## src/rtl/rx_host_ptr_update_pkg.sv

```systemverilog
// Shared definitions for the RX host-pointer reporter: TLP format codes,
// FSM state encoding, TRN transmit idle values and a byte-swap helper.
package rx_host_ptr_update_pkg;

   // Memory Write header formats (with data).
   localparam logic [1:0] FMT_3DW_D = 2'b10;
   localparam logic [1:0] FMT_4DW_D = 2'b11;
   localparam logic [4:0] TYPE_MEM  = 5'b00000;

   // The report is always exactly one data DW.
   localparam logic [9:0] MWR1_LEN  = 10'd1;

   // TRN remainder encodings.
   localparam logic [7:0] TRN_REM_BOTH  = 8'h00;
   localparam logic [7:0] TRN_REM_UPPER = 8'h0F;

   // Packet sequencing states.
   typedef enum logic [1:0] {
      ST_IDLE  = 2'd0,
      ST_BEAT0 = 2'd1,
      ST_BEAT1 = 2'd2,
      ST_BEAT2 = 2'd3
   } state_t;

   // Everything this block presents on the TX side, registered together.
   typedef struct packed {
      logic        driven;
      logic        sof_n;
      logic        eof_n;
      logic        src_rdy_n;
      logic [7:0]  trem_n;
      logic [63:0] td;
   } trn_tx_t;

   // Bus released: no framing strobes, zero data.
   localparam trn_tx_t TRN_TX_IDLE = '{
      driven:    1'b0,
      sof_n:     1'b1,
      eof_n:     1'b1,
      src_rdy_n: 1'b1,
      trem_n:    TRN_REM_BOTH,
      td:        64'h0
   };

   // The host reads the pointer little-endian, so the payload DW is byte-reversed.
   function automatic logic [31:0] byte_swap32(input logic [31:0] v);
      return {v[7:0], v[15:8], v[23:16], v[31:24]};
   endfunction

endpackage

```

## src/rtl/tlp_mwr1_hdr_gen.sv

```systemverilog
// Combinational header builder for a single-DW Memory Write TLP.
// Chooses 3DW or 4DW addressing from the upper address word.
module tlp_mwr1_hdr_gen
   import rx_host_ptr_update_pkg::*;
#(
   parameter logic [7:0] TLP_TAG = 8'h00,
   parameter logic [2:0] TLP_TC  = 3'b000
)(
   input  logic [31:0] i_addr_hi,
   input  logic [15:0] i_completer_id,
   output logic        o_use4dw,
   output logic [31:0] o_dw0,
   output logic [31:0] o_dw1
);

   logic [1:0] w_fmt;

   // Only addresses above 4 GB need the 64-bit header form.
   assign o_use4dw = (i_addr_hi != 32'h0);
   assign w_fmt    = o_use4dw ? FMT_4DW_D : FMT_3DW_D;

   // DW0: fmt/type, TC, no digest, not poisoned, default attributes, length 1.
   assign o_dw0 = {1'b0, w_fmt, TYPE_MEM, 1'b0, TLP_TC, 4'b0,
                   1'b0, 1'b0, 2'b00, 2'b00, MWR1_LEN};

   // DW1: requester ID, tag, last BE = 0 (single DW), first BE = all bytes.
   assign o_dw1 = {i_completer_id, TLP_TAG, 4'h0, 4'hF};

endmodule

```

## src/rtl/rx_host_ptr_update.sv

```systemverilog
// RX host-pointer reporter. On an arbiter grant, if the committed RX pointer
// differs from the last value reported, posts it to host memory as a 1-DW
// Memory Write on the 64-bit TRN TX interface, holding rx_driven while it
// owns the bus.
module rx_host_ptr_update
   import rx_host_ptr_update_pkg::*;
#(
   parameter logic [7:0] TLP_TAG = 8'h00,
   parameter logic [2:0] TLP_TC  = 3'b000
)(
   input  logic        trn_clk,
   input  logic        reset_n,
   input  logic        rx_turn,
   output logic        rx_driven,
   input  logic        enable,
   input  logic [63:0] host_ptr_addr,
   input  logic [31:0] committed_ptr,
   input  logic [15:0] cfg_completer_id,
   output logic [63:0] trn_td,
   output logic [7:0]  trn_trem_n,
   output logic        trn_tsof_n,
   output logic        trn_teof_n,
   output logic        trn_tsrc_rdy_n,
   input  logic        trn_tdst_rdy_n,
   input  logic        trn_tbuf_av
);

   state_t      r_state;
   state_t      w_state_next;
   logic [31:0] r_last_sent;
   logic [31:0] w_last_sent_next;
   logic [31:0] r_snap_ptr;
   logic [31:0] w_snap_ptr_next;
   logic [61:0] r_snap_addr;        // host address bits [63:2]
   logic [61:0] w_snap_addr_next;
   trn_tx_t     r_tx;
   trn_tx_t     w_tx_next;

   logic        w_pending;
   logic        w_accept;
   logic        w_start;
   logic        w_use4dw;
   logic [31:0] w_dw0;
   logic [31:0] w_dw1;
   logic [31:0] w_payload;
   logic        w_unused_addr_lsbs;

   // The slot is DW aligned; the two low address bits are never sent.
   assign w_unused_addr_lsbs = &{1'b0, host_ptr_addr[1:0]};

   assign w_pending = enable && (committed_ptr != r_last_sent);
   assign w_start   = rx_turn && w_pending && trn_tbuf_av;
   // A beat is consumed only when both sides are ready; src_rdy_n is low
   // exactly while a packet is in flight.
   assign w_accept  = !r_tx.src_rdy_n && !trn_tdst_rdy_n;

   // Header is built from the snapshot that will be current next cycle, so the
   // first beat can be registered in the same cycle the grant is taken.
   tlp_mwr1_hdr_gen #(
      .TLP_TAG (TLP_TAG),
      .TLP_TC  (TLP_TC)
   ) u_hdr_gen (
      .i_addr_hi      (w_snap_addr_next[61:30]),
      .i_completer_id (cfg_completer_id),
      .o_use4dw       (w_use4dw),
      .o_dw0          (w_dw0),
      .o_dw1          (w_dw1)
   );

   assign w_payload = byte_swap32(w_snap_ptr_next);

   // Next-state logic: take a grant in IDLE, step beats on accept, record the
   // reported pointer when the EOF beat is accepted.
   always_comb begin
      w_state_next     = r_state;
      w_last_sent_next = r_last_sent;
      w_snap_ptr_next  = r_snap_ptr;
      w_snap_addr_next = r_snap_addr;
      case (r_state)
         ST_IDLE: begin
            if (w_start) begin
               w_state_next     = ST_BEAT0;
               w_snap_ptr_next  = committed_ptr;
               w_snap_addr_next = host_ptr_addr[63:2];
            end
         end
         ST_BEAT0: begin
            if (w_accept) begin
               w_state_next = ST_BEAT1;
            end
         end
         ST_BEAT1: begin
            if (w_accept) begin
               if (w_use4dw) begin
                  w_state_next = ST_BEAT2;
               end else begin
                  w_state_next     = ST_IDLE;
                  w_last_sent_next = r_snap_ptr;
               end
            end
         end
         ST_BEAT2: begin
            if (w_accept) begin
               w_state_next     = ST_IDLE;
               w_last_sent_next = r_snap_ptr;
            end
         end
         default: begin
            w_state_next = ST_IDLE;
         end
      endcase
   end

   // Output decode for the upcoming state; a stalled beat recomputes the same
   // values from unchanged state and snapshot, so the bus holds stable.
   always_comb begin
      w_tx_next = TRN_TX_IDLE;
      case (w_state_next)
         ST_BEAT0: begin
            w_tx_next.driven    = 1'b1;
            w_tx_next.sof_n     = 1'b0;
            w_tx_next.src_rdy_n = 1'b0;
            w_tx_next.td        = {w_dw0, w_dw1};
         end
         ST_BEAT1: begin
            w_tx_next.driven    = 1'b1;
            w_tx_next.src_rdy_n = 1'b0;
            if (w_use4dw) begin
               w_tx_next.td = {w_snap_addr_next[61:30], w_snap_addr_next[29:0], 2'b00};
            end else begin
               w_tx_next.td     = {w_snap_addr_next[29:0], 2'b00, w_payload};
               w_tx_next.eof_n  = 1'b0;
               w_tx_next.trem_n = TRN_REM_BOTH;
            end
         end
         ST_BEAT2: begin
            w_tx_next.driven    = 1'b1;
            w_tx_next.src_rdy_n = 1'b0;
            w_tx_next.eof_n     = 1'b0;
            w_tx_next.trem_n    = TRN_REM_UPPER;
            w_tx_next.td        = {w_payload, 32'h0};
         end
         default: begin
            w_tx_next = TRN_TX_IDLE;
         end
      endcase
   end

   // FSM state register.
   always_ff @(posedge trn_clk) begin
      if (!reset_n) begin
         r_state <= ST_IDLE;
      end else begin
         r_state <= w_state_next;
      end
   end

   // Snapshot, last-reported pointer and registered TX outputs.
   always_ff @(posedge trn_clk) begin
      if (!reset_n) begin
         r_last_sent <= 32'h0;
         r_snap_ptr  <= 32'h0;
         r_snap_addr <= 62'h0;
         r_tx        <= TRN_TX_IDLE;
      end else begin
         r_last_sent <= w_last_sent_next;
         r_snap_ptr  <= w_snap_ptr_next;
         r_snap_addr <= w_snap_addr_next;
         r_tx        <= w_tx_next;
      end
   end

   assign rx_driven      = r_tx.driven;
   assign trn_td         = r_tx.td;
   assign trn_trem_n     = r_tx.trem_n;
   assign trn_tsof_n     = r_tx.sof_n;
   assign trn_teof_n     = r_tx.eof_n;
   assign trn_tsrc_rdy_n = r_tx.src_rdy_n;

endmodule

```

## config.mk

```make
export PLATFORM = sky130hd
export DESIGN_NAME = rx_host_ptr_update
export DESIGN_NICKNAME = d
export VERILOG_FILES = /design/src/rtl/rx_host_ptr_update_pkg.sv /design/src/rtl/tlp_mwr1_hdr_gen.sv /design/src/rtl/rx_host_ptr_update.sv
export SDC_FILE = /design/constraint.sdc
export NUM_CORES = 1
export LEC_CHECK = 0
export CAP_MARGIN = 40
export CORE_AREA = 2 2 141 143
export CTS_BUF_LIST = sky130_fd_sc_hd__clkbuf_8
export CTS_CLUSTER_SIZE = 8
export DETAILED_ROUTE_END_ITERATION = 16
export DIE_AREA = 0 0 143 145
export DONT_BUFFER_PORTS = 1
export GPL_ROUTABILITY_DRIVEN = 0
export PLACE_DENSITY = 0.67
export RECOVER_POWER = 50
export SYNTH_ARGS = -nofsm -noshare
export SYNTH_HDL_FRONTEND = slang
export SYNTH_HIERARCHICAL = 1
export SYNTH_SLANG_ARGS = --single-unit
```

## constraint.sdc

```tcl
create_clock -name trn_clk -period 6.1 [get_ports trn_clk]
set_input_delay 0.915 -clock trn_clk [delete_from_list [all_inputs] [get_ports trn_clk]]
set_output_delay 0.915 -clock trn_clk [all_outputs]
set_load 0.1 [all_outputs]
```

==> flow_metrics.env <==
export IMPL_status="finished with violations"
export IMPL_violations="capacitance limit, slew limit"
export IMPL_final_setup_viol_count=0
export IMPL_p_clk_share_pct=33.1
export IMPL_io_pins=194
export IMPL_total_power_uw=2780
export IMPL_fin_nets=1064
export IMPL_p_comb_share_pct=18.3
export IMPL_h_tree_depth=4
export IMPL_fin_crit_ps=5100
export IMPL_peakVddDrop_v=0.000133
export IMPL_placed_cell_area_sq_mm=0.0107
export IMPL_crit_family="simple AND/OR/NAND/NOR gates"
export IMPL_min_path_type="reg -> reg"
export IMPL_yosysSeqAreaShare_pct=42.0
export IMPL_drive_gt1_share_pct=10.7
export IMPL_r2r_slack_ps=1070
export IMPL_track_usage_pct=25.3
export IMPL_worst_ep_required_time_ps=6470
export IMPL_cts_tree="yes"
export IMPL_crit_reg2reg_launch="r_last_sent[10]"
export IMPL_start_util_pct=48.9
export IMPL_seqPwrFrac_pct=48.6
export IMPL_power_density_mw_per_mm2=279
export IMPL_hold_end="r_last_sent[28]"
export IMPL_arrival_ps=5470
export IMPL_end_kind="register"
export IMPL_utilization_pct=51.9
export IMPL_wire_per_inst_microns=21.1
export IMPL_cts_root_buf="clkbuf_8"
export IMPL_worst_pin_slew_ps=2290
export IMPL_fin_hold_ws_ps=466
export IMPL_synth_area_sq_mm=0.00939
export IMPL_ys_types=40
export IMPL_crit_buf_inv=4
export IMPL_fillCellCount=1745
export IMPL_hold_start="r_snap_ptr[28]"
export IMPL_routed_wl_microns=25800
export IMPL_core_sq_mm=0.0192
export IMPL_cts_buffers=17
export IMPL_p_leak_uw=0.00398
export IMPL_antenna_found_initial=0
export IMPL_routed_via_density=5.49
export IMPL_synth_area_leader_cell="dfxtp_1"
export IMPL_first_global_vias=6796
export IMPL_critical_path_class="in -> reg"
export IMPL_critPathSlowestCell="a211o_4"
export IMPL_cts_hold_buf=0
export IMPL_grt_overflow=0
export IMPL_grt_setup_unrepaired="no"
export IMPL_synth_edff_count=0
export IMPL_synthFlopType="dfxtp_1"
export IMPL_ys_seq_elements=197
export IMPL_clk_latency_ps=470
export IMPL_cp_start_kind="input pin"
export IMPL_final_max_slew_viol_count=3
export IMPL_placement_rows=51
export IMPL_slowest_delay_ps=590
export IMPL_finClkSkew_ps=15.6
export IMPL_finalSetupTns_ps=0
export IMPL_yosysMostFrequentCell="dfxtp_1"
export IMPL_worstReg2RegEnd="trn_td[24]"
export IMPL_worstRegToRegCells=17
export IMPL_cap_violations=3
export IMPL_syn_inst=932
export IMPL_clkTransAtPathRegs_ps=110
export IMPL_hold_viol_final=0
export IMPL_slew_headroom_pct=-51.9
export IMPL_grt_max_degree=131
export IMPL_crit_chain="xnor2_1, nand4_1, nor4_1, a211o_4, clkbuf_1, mux2_2, nor4_1, nand4_1, or2_4, inv_1, o22ai_1, a21oi_1, a21bo_1, buf_4, nor2b_2, buf_6, a32o_1"
export IMPL_io_buffer_count=0
export IMPL_crit_fanout=36
export IMPL_die_height_microns=145
export IMPL_fin_crit_sh_pct=83.6
export IMPL_async_flop_share_pct=0
export IMPL_dp_hpwl_microns=18500
export IMPL_ys_warn_count=6
export IMPL_postCtsSetupBuffers=0
export IMPL_drt_first_pass_iters=5
export IMPL_cts_sinks=197
export IMPL_fin_area_sq_mm=0.00997
export IMPL_crit_cells=17
export IMPL_yosys_top_cells_count="dfxtp_1 (197), buf_4 (81), nand2_1 (67)"
export IMPL_drcViolationCount=0
export IMPL_syn_avg_cell_area_sq_um=10.1
export IMPL_ctsResizeCount=0
export IMPL_cts_buffer_depth=2
export IMPL_die_w_microns=143
export IMPL_holdPathStages=2
export IMPL_ant_nets=0
export IMPL_synth_area_leaders="dfxtp_1 (42%), mux4_2 (7.2%), mux2i_1 (6.6%)"
export IMPL_max_freq_ghz=0.196
export IMPL_grt_pass1_wl_microns=40000
export IMPL_area_delta_synth_final_pct=6.13
export IMPL_switchingPower_uw=878
export IMPL_die_area_sq_mm=0.0207
export IMPL_vias=6731
export IMPL_p_int_uw=1900
export IMPL_swShare_pct=31.6
export IMPL_drt_initial_drc_count=459
export IMPL_synth_top_area_share_pct=42.0
==> worst min-delay path, stage by stage (launching register included) <==
cell      delay (ps)
dfxtp_1          320
nand3_1           60
a21boi_1          50
==> through the flow <==
| step | setup slack [ps] | cells |
|---|---|---|
| after CTS | 1230 | 1224 |
| after floorplan | 1820 | 980 |
| after global placement | 835 | 1121 |
| final | 999 | 1225 |
| after global routing | 692 | 1224 |
| after detailed placement | 722 | 1192 |
==> cell type report <==
| type | count | area (sq um) | share of cell area [%] |
|---|---|---|---|
| Multi-Input combinational cell | 636 | 4770 | 47.9 |
| Sequential cell | 197 | 3940 | 39.6 |
| Timing Repair Buffer | 90 | 474 | 4.76 |
| Tap cell | 265 | 332 | 3.33 |
| Clock buffer | 17 | 234 | 2.35 |
| Clock inverter | 15 | 190 | 1.91 |
| Inverter | 4 | 15.0 | 0.151 |
| Antenna cell | 1 | 2.50 | 0.0251 |
==> layer usage <==
metal	vias up	wire length (microns)	track usage [%]
met1	3238	10800	33.7
met4	0	686	7.13
met5	-	0	0
met3	39	2320	8.71
li1	3195	-	-
met2	259	12000	38.8
==> cells in the final DEF (no fill, tap or decap), types with 11 or more instances in the layout <==
cell type  instances
nor2b_1           62
clkbuf_1          72
a22oi_1           30
nand3_1           32
a21boi_0          28
mux2i_1           62
a32o_1            30
nand2b_1          33
nand4_1           11
a21oi_1           36
o21ai_0           32
buf_4             11
mux2_2            14
clkbuf_8          17
xnor2_1           32
and2_1            30
mux2_1            18
mux4_2            30
nand2_1           67
conb_1            51
dfxtp_1          197
==> cells by family after synthesis <==
group,Yosys count,synth area share [%]
XOR/XNOR,32,2.98
other,3,0.120
AND/OR/NAND/NOR,257,15.1
multiplexers,124,17.6
AO/OA/AOI/OAI,172,12.8
buffers and inverters,147,9.34
flip-flops,197,42.0
==> how the worst max path moves through the flow <==
stage | to | slack, ps | startpoint
floorplan | trn_td[62] | 1820 | committed_ptr[9]
global placement | trn_td[22] | 840 | committed_ptr[18]
detailed placement | trn_td[24] | 720 | committed_ptr[18]
CTS | trn_td[24] | 1230 | committed_ptr[18]
global route | trn_td[24] | 690 | committed_ptr[10]
finish | trn_td[24] | 1000 | committed_ptr[10]
==> power groups by stage <==
stage                     registers [uW]  logic, uW  clock network [uW]
after floorplan                     1490        325                   0
after global placement              1490        378                   0
after detailed placement            1390        562                   0
after CTS                           1360        563                 938
after global routing                1360        541                 993
final                               1350        508                 919
==> sequential cells by signal (all words and copies together) (netlist names) <==
signal	count
trn_td	64
r_snap_addr	62
r_last_sent	32
r_snap_ptr	32
r_state	2
rx_driven	1
trn_teof_n	1
trn_trem_n	1
trn_tsof_n	1
trn_tsrc_rdy_n	1
Power figures use the tool's default switching activity.
